<file path="src/rtl/wfi_sleep_ctrl_pkg.sv">
// Shared types for the WFI sleep controller: FSM state encoding and wake-cause codes.
package wfi_sleep_ctrl_pkg;

    typedef enum logic [1:0] {
        ST_RUN   = 2'd0,
        ST_DRAIN = 2'd1,
        ST_SLEEP = 2'd2,
        ST_WAKE  = 2'd3
    } state_e;

    typedef enum logic [1:0] {
        CAUSE_NONE  = 2'b00,
        CAUSE_IRQ   = 2'b01,
        CAUSE_TIMER = 2'b10,
        CAUSE_ABORT = 2'b11
    } cause_e;

endpackage

</file>
<file path="src/rtl/wfi_sleep_ctrl_if.sv">
// Core-side sleep handshake and LED pad bus of the sleep controller.
// The master modport is the core/SoC side; the slave modport is the controller.
interface wfi_sleep_ctrl_if #(
    parameter int TIMER_W = 24
);
    logic               wfi_req;
    logic               bus_idle;
    logic               irq_pending;
    logic [TIMER_W-1:0] wake_ticks;
    logic               led_we;
    logic [7:0]         led_wdata;
    logic [7:0]         led_bus;
    logic               wfi;
    logic               cpu_stall;
    logic               wfi_done;
    logic [1:0]         wake_cause;

    modport master (
        output wfi_req, bus_idle, irq_pending, wake_ticks, led_we, led_wdata,
        input  led_bus, wfi, cpu_stall, wfi_done, wake_cause
    );

    modport slave (
        input  wfi_req, bus_idle, irq_pending, wake_ticks, led_we, led_wdata,
        output led_bus, wfi, cpu_stall, wfi_done, wake_cause
    );

endinterface

</file>
<file path="src/rtl/wfi_sleep_ctrl_wake_timer.sv">
// Loadable wake-timer down-counter; a count of 0 is parked and never expires.
module wfi_wake_timer #(
    parameter int TIMER_W = 24
) (
    input  logic               clk,
    input  logic               rst_n,
    input  logic               load_i,
    input  logic [TIMER_W-1:0] load_val_i,
    input  logic               en_i,
    output logic               expire_o
);

    logic [TIMER_W-1:0] count_q;

    always_ff @(posedge clk or negedge rst_n) begin
        if (!rst_n) begin
            count_q <= '0;
        end else if (load_i) begin
            count_q <= load_val_i;
        end else if (en_i && (count_q != '0)) begin
            count_q <= count_q - TIMER_W'(1);
        end
    end

    // Expiry is flagged while the count sits at 1, so sleep lasts exactly the loaded tick count.
    assign expire_o = en_i && (count_q == TIMER_W'(1));

endmodule

</file>
<file path="src/rtl/wfi_sleep_ctrl.sv">
// WFI sleep sequencer (drain, sleep, settle) plus the LED pad register held stable during sleep.
// Optional wake timer is built only when WFI_WAKE_TIMER_EN is defined.
module wfi_sleep_ctrl
    import wfi_sleep_ctrl_pkg::*;
#(
    parameter int         TIMER_W       = 24,
    parameter int         SETTLE_CYCLES = 2,
    parameter logic [7:0] LED_RESET     = 8'h00
) (
    input  logic           clk,
    input  logic           rst_n,
    wfi_sleep_ctrl_if.slave bus
);

    localparam int SETTLE_W = (SETTLE_CYCLES > 1) ? $clog2(SETTLE_CYCLES) : 1;
    localparam logic [SETTLE_W-1:0] SETTLE_LOAD = SETTLE_W'(SETTLE_CYCLES - 1);

    state_e              state_q;
    logic                wfi_q;
    logic                stall_q;
    logic                done_q;
    cause_e              cause_q;
    cause_e              pend_q;
    logic [SETTLE_W-1:0] settle_q;
    logic [7:0]          led_q;
    logic                timer_load;
    logic                timer_en;
    logic                timer_expire;

    assign timer_load = (state_q == ST_DRAIN) && !bus.irq_pending && bus.bus_idle;
    assign timer_en   = (state_q == ST_SLEEP);

`ifdef WFI_WAKE_TIMER_EN
    wfi_wake_timer #(
        .TIMER_W (TIMER_W)
    ) u_wake_timer (
        .clk        (clk),
        .rst_n      (rst_n),
        .load_i     (timer_load),
        .load_val_i (bus.wake_ticks),
        .en_i       (timer_en),
        .expire_o   (timer_expire)
    );
`else
    logic unused_timer;
    assign unused_timer = ^{bus.wake_ticks, timer_load, timer_en};
    assign timer_expire = 1'b0;
`endif

    // The wake cause is latched on leaving SLEEP but only published with the wfi_done pulse.
    always_ff @(posedge clk or negedge rst_n) begin
        if (!rst_n) begin
            state_q  <= ST_RUN;
            wfi_q    <= 1'b0;
            stall_q  <= 1'b0;
            done_q   <= 1'b0;
            cause_q  <= CAUSE_NONE;
            pend_q   <= CAUSE_NONE;
            settle_q <= '0;
        end else begin
            done_q <= 1'b0;
            case (state_q)
                ST_RUN: begin
                    if (bus.wfi_req) begin
                        state_q <= ST_DRAIN;
                        stall_q <= 1'b1;
                    end
                end
                ST_DRAIN: begin
                    if (bus.irq_pending) begin
                        state_q <= ST_RUN;
                        stall_q <= 1'b0;
                        done_q  <= 1'b1;
                        cause_q <= CAUSE_ABORT;
                    end else if (bus.bus_idle) begin
                        state_q <= ST_SLEEP;
                        wfi_q   <= 1'b1;
                    end
                end
                ST_SLEEP: begin
                    if (bus.irq_pending || timer_expire) begin
                        state_q  <= ST_WAKE;
                        wfi_q    <= 1'b0;
                        settle_q <= SETTLE_LOAD;
                        pend_q   <= bus.irq_pending ? CAUSE_IRQ : CAUSE_TIMER;
                    end
                end
                ST_WAKE: begin
                    if (settle_q == '0) begin
                        state_q <= ST_RUN;
                        stall_q <= 1'b0;
                        done_q  <= 1'b1;
                        cause_q <= pend_q;
                    end else begin
                        settle_q <= settle_q - SETTLE_W'(1);
                    end
                end
                default: state_q <= ST_RUN;
            endcase
        end
    end

    // LED writes are accepted only before the pads are gated, keeping led_bus frozen during sleep.
    always_ff @(posedge clk or negedge rst_n) begin
        if (!rst_n) begin
            led_q <= LED_RESET;
        end else if (bus.led_we && ((state_q == ST_RUN) || (state_q == ST_DRAIN))) begin
            led_q <= bus.led_wdata;
        end
    end

    assign bus.led_bus    = led_q;
    assign bus.wfi        = wfi_q;
    assign bus.cpu_stall  = stall_q;
    assign bus.wfi_done   = done_q;
    assign bus.wake_cause = cause_q;

endmodule

</file>
<file path="src/flat_wrapper.sv">
// flat-port wrapper written by rule: the top's interface ports become plain ports
module wfi_sleep_ctrl_flat import wfi_sleep_ctrl_pkg::*;
#(
    parameter int         TIMER_W       = 24,
    parameter int         SETTLE_CYCLES = 2,
    parameter logic [7:0] LED_RESET     = 8'h00
)
  (clk, rst_n, bus_wfi_req, bus_bus_idle, bus_irq_pending, bus_wake_ticks, bus_led_we, bus_led_wdata, bus_led_bus, bus_wfi, bus_cpu_stall, bus_wfi_done, bus_wake_cause);
  wfi_sleep_ctrl_if #(.TIMER_W(TIMER_W)) bus_i ();
  input  logic clk;
  input  logic rst_n;
  input wire logic [$bits(bus_i.wfi_req)-1:0] bus_wfi_req;
  input wire logic [$bits(bus_i.bus_idle)-1:0] bus_bus_idle;
  input wire logic [$bits(bus_i.irq_pending)-1:0] bus_irq_pending;
  input wire logic [$bits(bus_i.wake_ticks)-1:0] bus_wake_ticks;
  input wire logic [$bits(bus_i.led_we)-1:0] bus_led_we;
  input wire logic [$bits(bus_i.led_wdata)-1:0] bus_led_wdata;
  output wire logic [$bits(bus_i.led_bus)-1:0] bus_led_bus;
  output wire logic [$bits(bus_i.wfi)-1:0] bus_wfi;
  output wire logic [$bits(bus_i.cpu_stall)-1:0] bus_cpu_stall;
  output wire logic [$bits(bus_i.wfi_done)-1:0] bus_wfi_done;
  output wire logic [$bits(bus_i.wake_cause)-1:0] bus_wake_cause;
  assign bus_i.wfi_req = bus_wfi_req;
  assign bus_i.bus_idle = bus_bus_idle;
  assign bus_i.irq_pending = bus_irq_pending;
  assign bus_i.wake_ticks = bus_wake_ticks;
  assign bus_i.led_we = bus_led_we;
  assign bus_i.led_wdata = bus_led_wdata;
  assign bus_led_bus = bus_i.led_bus;
  assign bus_wfi = bus_i.wfi;
  assign bus_cpu_stall = bus_i.cpu_stall;
  assign bus_wfi_done = bus_i.wfi_done;
  assign bus_wake_cause = bus_i.wake_cause;
  wfi_sleep_ctrl #(.TIMER_W(TIMER_W), .SETTLE_CYCLES(SETTLE_CYCLES), .LED_RESET(LED_RESET)) u_core (.clk(clk), .rst_n(rst_n), .bus(bus_i));
endmodule
</file>
<file path="config.mk">
export PLATFORM = sky130hd
export DESIGN_NAME = wfi_sleep_ctrl_flat
export DESIGN_NICKNAME = d
export VERILOG_FILES = /design/src/rtl/wfi_sleep_ctrl_pkg.sv /design/src/rtl/wfi_sleep_ctrl_if.sv /design/src/rtl/wfi_sleep_ctrl_wake_timer.sv /design/src/rtl/wfi_sleep_ctrl.sv /design/src/flat_wrapper.sv
export SDC_FILE = /design/constraint.sdc
export NUM_CORES = 1
export LEC_CHECK = 0
export ABC_CLOCK_PERIOD_IN_PS = 2380
export CAP_MARGIN = 20
export CORE_MARGIN = 5
export CORE_UTILIZATION = 37
export DETAILED_ROUTE_END_ITERATION = 12
export HOLD_SLACK_MARGIN = 0.12
export PLACE_DENSITY = 0.89
export SETUP_SLACK_MARGIN = 0.02
export SLEW_MARGIN = 20
export SYNTH_ARGS = -nofsm -noshare
export SYNTH_HDL_FRONTEND = slang
export SYNTH_SLANG_ARGS = --single-unit
</file>
<file path="constraint.sdc">
create_clock -name clk -period 2.38 [get_ports clk]
set_clock_uncertainty 0.05 [all_clocks]
set_input_delay 0.357 -clock clk [delete_from_list [all_inputs] [get_ports clk]]
set_output_delay 0.357 -clock clk [all_outputs]
set_load 0.005 [all_outputs]
</file>
---- Word level (Yosys, flattened, before mapping) ----
Cells that the tools add are included.
storage, ports and cells
  output and inout bits ................... 13
  input bits .............................. 38
  register bits ........................... 17
operators by class
  add/subtract/negate cells ............... 1
  eq/ne operators ......................... 10
  multiplexer cells ....................... 21
  reductions and logical operators ........ 13
operator list
  kind                                                 count
  2-to-1 mux 2 bit                                     6
  != test 2 bit, second input constant                 6
  AND reduction 4 bit                                  3
  2-to-1 mux 1 bit                                     9
  one-hot mux 2 bit (4 select lines)                   1
  one-hot mux 1 bit (2 select lines)                   3
  nonzero test 2 bit                                   3
  equality test 2 bit, second input constant           2
  one-hot mux 2 bit (2 select lines)                   1
  AND reduction 2 bit                                  2
  != test 3 bit, second input constant                 1
  one-hot mux 1 bit (3 select lines)                   1
  AND reduction 3 bit                                  1
  nonzero test 3 bit                                   1
  equality test 2 x 1 -> 1 bit, second input constant  1
  logical NOT 2 bit                                    1
  logical AND 1 bit                                    1
  logical OR 1 bit                                     1
  subtractor 1 bit, second input constant              1

---- Depth between registers and ports, before layout ----
  depth in word-level cells ............... 3
  mapped depth ............................ 4

---- Least setup slack after synthesis ----
Ideal clock, no wire load.
  path type ............................... register to register
  from .................................... register (tool-made name)
  to ...................................... register u_core.led_q[0] (netlist: u_core.bus.led_bus[0])
  library setup time ...................... 0.125 ns
  clock period less this slack ............ 1.139 ns
  slack ................................... 1.241 ns
  data arrival time ....................... 0.964 ns
  cell stages (with the launch flop) ...... 4
  path buffers ............................ 1
  required time ........................... 2.205 ns
  cells stage by stage .................... dfrtp_1 -> nor2b_1 -> buf_6 -> mux2_4
RTL lines
  item                    RTL line               source
  end signal: assignment  wfi_sleep_ctrl.sv:108  led_q <= bus.led_wdata;
  end: declaration        wfi_sleep_ctrl.sv:25   logic [7:0] led_q;

---- Final worst setup path ----
  from .................................... register u_core.stall_q (netlist: u_core.bus.cpu_stall)
  to ...................................... output port bus_cpu_stall
RTL lines
  item                      RTL line              source
  start: declaration        wfi_sleep_ctrl.sv:20  logic stall_q;
  start signal: assignment  wfi_sleep_ctrl.sv:55  stall_q <= 1'b0;
  start signal: assignment  wfi_sleep_ctrl.sv:66  stall_q <= 1'b1;
  start signal: assignment  wfi_sleep_ctrl.sv:72  stall_q <= 1'b0;
  end: declaration          flat_wrapper.sv:20    output wire logic [$bits(bus_i.cpu_stall)-1:0] bus_cpu_stall;
No word-level cell between the ends.

==> results.ini <==
[final_layout]
areaGrowthSynthToFinish_pct = 40.13
final_core_utilization = 0.5399
diodes = 0
fin_cells = 114
finish.net_count = 126
post_route_cells_drive_above_1_share = 0.1379

[logic_synthesis]
synth_area_leader_cell = sky130_fd_sc_hd__dfrtp_1
synth_top_cells_by_count = sky130_fd_sc_hd__dfrtp_1 (17), sky130_fd_sc_hd__mux2_4 (8), sky130_fd_sc_hd__o21ai_0 (5)
synthDominantCellAreaShare = 0.5686
mappedNetlistNets = 97
synth_cells = 59
synthesized_area_per_cell_um2 = 12.68
synth_top_cells_by_area = sky130_fd_sc_hd__dfrtp_1 (57%), sky130_fd_sc_hd__mux2_4 (16%), sky130_fd_sc_hd__o21ai_0 (3.3%)
synth.lib_cells_used.distinct = 24
count_of_flip_flops_with_a_built_in_enable_after_synthesis = 0
ys_seq_area_frac = 0.5686
postSynthRegisterBits = 17
syn-cell-area_um2 = 748.2
synth-async-reset-ratio = 1.000
synth_ff_type = sky130_fd_sc_hd__dfrtp_1
ys_warn_count = 0
most_used_standard_cell_by_instance_count_after_synthesis = sky130_fd_sc_hd__dfrtp_1

[grt]
grt_overflow_total = 0
global_route_wire_length_before_repair_um = 2435
vias_in_the_first_global_route = 550
antenna_found_initial = 0
grtUsageTotal = 0.1183
largest_net_degree_at_the_start_of_global_routing = 18

[cts]
cts.repair_timing.setup_buffer_count = 0
post_cts_resize_count = 0
ctsHtreeMaxLevel = 1
cts_hold_repair.buffers = 0
cts.path.max_buffers = 2
insertion_delay_ns = 0.27
numCtsBuffers = 3
cts.sinks = 17
root_buffer = sky130_fd_sc_hd__clkbuf_4
clock_tree_from_tritoncts = built
cts.clk_slew.worst_paths_ns = 0.09

[sta]
max_slew_margin = 0.5064
drv_slew = 0
finalHoldViolCount = 0
final_min_period_over_clock_period = 0.6602
worst_slew_pin_slew_ns = 0.7381
rsz0062_at_grt = no
final_count_of_negative_setup_slack_endpoints = 0
finalWorstPathRequiredPeriod_ns = 1.571
timing.setup.tns_ns = 0
max_clk_rate_mhz = 636.4

[floorplan]
number_of_cell_rows = 16
design.core.area_um2 = 1942
initial_core_util = 0.3853
die_h_um = 54.97
num_io_pins = 51
floorplan.die.width_um = 54.97
die_area_um2 = 3022

[setup_path]
critical_path.endpoint_type = primary output
r2r.worst_path.cells = 3
worstSetupPathType = reg2out
timing.critical_path.fanout_max = 3
cp.depth = 1
slowest_stage = sky130_fd_sc_hd__clkdlybuf4s50_1
worst_ep_required_time_ns = 1.97
critical_path_buf_inv_count = 1
critical-path-top-delay-family = buffers and inverters
timing.critical_path.arrival_ns = 1.16
worstSetupStartpointType = flop
max_stage_delay_ns = 0.51
critical_path.cell_chain = clkdlybuf4s50_1

[drt]
drt_drc_violations_left = 0
dr.pass1.iters = 3
vias_per_cell = 4.711
num_vias = 537
drt_wl_total_um = 1530
antenna_violating_nets_post_route = 0
first_iter_violations = 9
post_drt_wl_per_cell_um = 13.42

[power]
irDropWorstVdd_mv = 0.4540
powerDensity_nw_per_um2 = 1087
power_leakage_nw = 0.4532

[place]
place_inst = 110
post-dp-hpwl_um = 1186
buffer_ports.inserted = 26
gp_congestion = 0.7023

[hold_path]
hold_class = in2async

[status]
outcome = finished clean

[flow_run]
max_cap_viol_count = 0

-- state kept, by name (all words and copies together) (netlist names), named ones only --
name and count:
u_core.bus.wfi_done 1, u_core.pend_q 1, u_core.state_q 1, u_core.bus.wake_cause 2
u_core.bus.wfi 1, u_core.bus.cpu_stall 1, u_core.bus.led_bus 8, u_core.settle_q 1
-- per-layer routing --
layer,track usage,up-vias,part of all wire
met4,0.04858,0,0.0065
met1,0.1354,251,0.40
met2,0.1811,24,0.44
met5,0,-,0
met3,0.06702,2,0.15
li1,-,260,-
-- report_power, final --
group,switching [mW],internal [mW]
combinational,0.158,0.325
sequential,0.107,0.406
clock,0.0783,0.0649
-- final cells by class --
class                   instances  area, µm²
clock buffers                   4      26.28
repair buffers                 27      267.8
well taps                      27      33.78
flip-flops and latches         17      425.4
inverters                       3      11.26
multi-input cells              36      284.0
fillers                       179      893.4
-- stage by stage --
step                      cell area (µm²)  worst slack, ns  hold slack, ns  total power, mW
after floorplan                     748.2            1.241         0.01141           0.7668
after global placement               1022           0.7691          0.4141           0.9850
after detailed placement             1022           0.7560          0.4389            1.002
after CTS                            1049           0.7932          0.4629            1.150
after global routing                 1049           0.7395          0.4765            1.238
final                                1049           0.8087          0.4582            1.140
-- cell usage in the layout, fill, tap and decap left out --
master / count
sky130_fd_sc_hd__nand2_1: 4
sky130_fd_sc_hd__a21oi_1: 3
sky130_fd_sc_hd__o21a_1: 1
sky130_fd_sc_hd__nor3b_1: 1
sky130_fd_sc_hd__clkbuf_4: 3
sky130_fd_sc_hd__mux2_4: 8
sky130_fd_sc_hd__a22oi_1: 1
sky130_fd_sc_hd__o2bb2ai_1: 1
sky130_fd_sc_hd__o21ai_0: 5
sky130_fd_sc_hd__and2_1: 1
sky130_fd_sc_hd__buf_4: 1
sky130_fd_sc_hd__o22ai_1: 1
sky130_fd_sc_hd__dfrtp_1: 17
sky130_fd_sc_hd__nor3_1: 1
sky130_fd_sc_hd__nand3_1: 1
sky130_fd_sc_hd__clkbuf_1: 1
sky130_fd_sc_hd__nand2b_1: 1
sky130_fd_sc_hd__inv_1: 3
sky130_fd_sc_hd__and2b_1: 1
sky130_fd_sc_hd__nor2_1: 1
sky130_fd_sc_hd__a31oi_1: 1
sky130_fd_sc_hd__clkdlybuf4s50_1: 26
sky130_fd_sc_hd__mux2i_1: 1
sky130_fd_sc_hd__o21bai_1: 1
sky130_fd_sc_hd__or2b_1: 1
sky130_fd_sc_hd__nor2b_1: 1
-- cells by family after synthesis --
kind of cell | share of synthesized area
DFF | 0.5686
muxes | 0.1739
buffers and inverters | 0.05183
and+or+nand+nor | 0.09365
AOI/OAI and AO/OA | 0.1121
-- final timing paths --
path	startpoint	to	slack [ns]
max in group asynchronous	rst_n	u_core.bus.led_bus[4]	1.36
setup reg to reg	flop	u_core.bus.led_bus[0]	1.02
hold reg to reg	u_core.pend_q[0]	u_core.pend_q[0]	0.46
hold / removal	rst_n	u_core.bus.led_bus[3]	0.46
min in group clk	u_core.pend_q[0]	u_core.pend_q[0]	0.46
setup / recovery	u_core.bus.cpu_stall	bus_cpu_stall	0.81
(Power assumes the default switching activity.)
==> edit, RTL diff (config.mk and constraints unchanged) <==
`SETTLE_CYCLES` is set to 2 in 2 places; all go to 4.
--- a/src/rtl/wfi_sleep_ctrl.sv
+++ b/src/rtl/wfi_sleep_ctrl.sv
@@ -4,7 +4,7 @@
     import wfi_sleep_ctrl_pkg::*;
 #(
     parameter int         TIMER_W       = 24,
-    parameter int         SETTLE_CYCLES = 2,
+    parameter int         SETTLE_CYCLES = 4,
     parameter logic [7:0] LED_RESET     = 8'h00
 ) (
     input  logic           clk,
--- a/src/flat_wrapper.sv
+++ b/src/flat_wrapper.sv
@@ -2,7 +2,7 @@
 module wfi_sleep_ctrl_flat import wfi_sleep_ctrl_pkg::*;
 #(
     parameter int         TIMER_W       = 24,
-    parameter int         SETTLE_CYCLES = 2,
+    parameter int         SETTLE_CYCLES = 4,
     parameter logic [7:0] LED_RESET     = 8'h00
 )
   (clk, rst_n, bus_wfi_req, bus_bus_idle, bus_irq_pending, bus_wake_ticks, bus_led_we, bus_led_wdata, bus_led_bus, bus_wfi, bus_cpu_stall, bus_wfi_done, bus_wake_cause);
Function: changed (a bounded check fails within 10 cycles, from zero or initial values and one cycle with rst_n low).
==> edit against the unedited design <==
Wire length increased by 0.65%; total power increased by 11%; first-iteration DRC count increased by 33%; clock power decreased by 5%; die area increased by 3.8%; worst setup slack got worse by 0.0014 ns; synthesized area increased by 4.7%; sequential cell count increased by 1; design area increased by 3.9%; maximum frequency about the same; largest cell class unchanged.
==> edit: results (changes against the unedited design) <==
Worst hold path
  • Hold depth: 1
  • WHS Endpoint: u_core.bus.led_bus[3]$_DFFE_PN0P_
  • Hold Startpoint: u_core.bus.led_bus[3]$_DFFE_PN0P_
  • Worst hold path class: register to register (was input port to async pin)

Pwr
  • Leak: 0.468 nW (was 0.453 nW)
  • Sw Share: 31.7% (was 30.1%)
  • VDD IR-drop max: 526 uV (was 454 uV)

Synthesis
  • Post-synthesis sequential area ratio: 57.5% (was 56.9%)
  • Synth top cells by count: dfrtp_1 (18), mux2_1 (8), nor2_1 (5) (was dfrtp_1 (17), mux2_4 (8), o21ai_0 (5), nand2_1 (4))
  • Mapped Cells: 68 (was 59)
  • Syn. warnings: 0 (unchanged)
  • Largest cells by area after synthesis: dfrtp_1 (58%), mux2_1 (12%), a21oi_1 (2.6%), mux2i_1 (2.6%), o21ai_0 (2.6%) (was dfrtp_1 (57%), mux2_4 (16%), o21ai_0 (3.3%), buf_6 (3.0%), a21oi_1 (2.0%))
  • Syn Nets: 107 (was 97)
  • Synth cell types: 25 (was 24)
  • Fraction of registers with async set/reset: 100% (unchanged)

Global route
  • Total track usage: 10.2% (was 11.8%)
  • Initial antenna violation count: 0 (unchanged)
  • Largest net degree at the start of global routing: 19 (was 18)
  • Vias in the first global route: 598 (was 550)
  • First-pass GRT wire length: 2540 um (was 2440 um)

Drt
  • Initial drt markers: 12 (was 9)
  • Total Routed Length: 1540 um (was 1530 um)
  • DR vias: 594 (was 537)
  • First-pass detailed-route iteration total: 6 (was 3)
  • Avg WL per Cell: 12.6 um (was 13.4 um)

Clock network
  • CTS root buf: clkbuf_4 (unchanged)
  • Cts repair resizes: 0 (unchanged)
  • CTS Buf Count: 3 (unchanged)
  • H-tree level count: 1 (unchanged)
  • Buffer count from post-CTS setup fixing: 0 (unchanged)
  • CTS clk-pin slew, worst paths: 0.09 ns (about the same)
  • Max clock buf depth: 2 (unchanged)
  • Worst skew pair latency: 0.27 ns (about the same)

Placement
  • Gpl congestion: 0.736 (was 0.702)
  • Inst Count DP: 119 (was 110)
  • IO Port Bufs: 26 (unchanged)
  • Post-DP HPWL: 1250 um (was 1190 um)

Worst setup path
  • Worst-path fanout max: 3 (unchanged)
  • Setup slack, reg-to-reg: 0.97 ns (was 1.02 ns)
  • FF-to-FF path depth: 5 (was 3)
  • Worst reg2reg endpoint: u_core.settle_q[0]$_DFFE_PN0P_ (was u_core.bus.led_bus[0]$_DFFE_PN0P_)
  • CP peak stage delay: 0.51 ns (about the same)
  • Worst path slowest cell: clkdlybuf4s50_1 (unchanged)
  • Worst R2R Start: u_core.settle_q[0]$_DFFE_PN0P_
  • Crit path max-delay family: buffers and inverters (unchanged)

Finish
  • Ant diodes: 0 (unchanged)
  • Fillers: 160 (was 179)
  • Nets: 136 (was 126)
  • Layout cells sized above 1: 5.26% (was 13.8%)

Status
  • Outcome: complete, no violations (unchanged)

STA
  • Worst Tran Pin Value: 0.757 ns (was 0.738 ns)
  • Final hold slack: 0.442 ns (was 0.458 ns)
  • Setup violations, final: 0 (unchanged)
-- edit: layout make-up --
class | instances | area [um2] | share of cell area [%]
Timing Repair Buffer | 27 | 268 | 24.6
Inverter | 5 | 18.8 | 1.72
Multi-Input combinational cell | 42 | 297 | 27.2
Tap cell | 27 | 33.8 | 3.10
Clock buffer | 3 | 22.5 | 2.07
Sequential cell | 18 | 450 | 41.3
-- edit: how the worst max path moves through the flow --
stage                                    startpoint                           endpoint  slack, ns  depth (start not counted)
2_1_floorplan        u_core.settle_q[0]$_DFFE_PN0P_     u_core.settle_q[0]$_DFFE_PN0P_       1.14                          5
3_3_place_gp                             bus_led_we  u_core.bus.led_bus[6]$_DFFE_PN0P_       0.78                          4
3_5_place_dp                             bus_led_we  u_core.bus.led_bus[6]$_DFFE_PN0P_       0.74                          4
4_1_cts        u_core.bus.wake_cause[0]$_DFFE_PN0P_                  bus_wake_cause[0]       0.79                          1
5_1_grt        u_core.bus.wake_cause[0]$_DFFE_PN0P_                  bus_wake_cause[0]       0.73                          1
6_report           u_core.bus.cpu_stall$_DFFE_PN0P_                      bus_cpu_stall       0.81                          1
-- edit: cells by family (layout without fill, tap and decap cells) --
group                      count (synthesis)  after routing  synth area share, %
DFF                                       18             18                 57.5
AOI/OAI and AO/OA                         16             16                 12.5
and+or+nand+nor                           15             15                 9.74
muxes                                     10             10                 14.1
buffers and inverters                      8             35                 4.63
adders and majority gates                  1              1                 1.60
-- edit: power by group through the flow --
stage / registers, mW / logic [mW] / clock network [mW]
after floorplan: 0.536 / 0.308 / 0
after global placement: 0.565 / 0.548 / 0
after detailed placement: 0.577 / 0.570 / 0
after CTS: 0.570 / 0.573 / 0.143
after global routing: 0.589 / 0.619 / 0.159
final: 0.570 / 0.562 / 0.136
-- edit: metal layers --
metal	vias up	global-route usage [%]	part of all wire [%]
li1	291	-	-
met4	0	4.07	0.45
met1	277	10.8	45
met5	-	0	0
met3	2	5.10	9.9
met2	24	17.2	44
-- edit: per-stage QoR --
stage	area, um2	setup WS (ns)	power (mW)
6_report	1090	0.807	1.27
2_1_floorplan	783	1.14	0.845
3_3_place_gp	1070	0.785	1.11
3_5_place_dp	1070	0.735	1.15
5_1_grt	1090	0.725	1.37
4_1_cts	1090	0.791	1.29
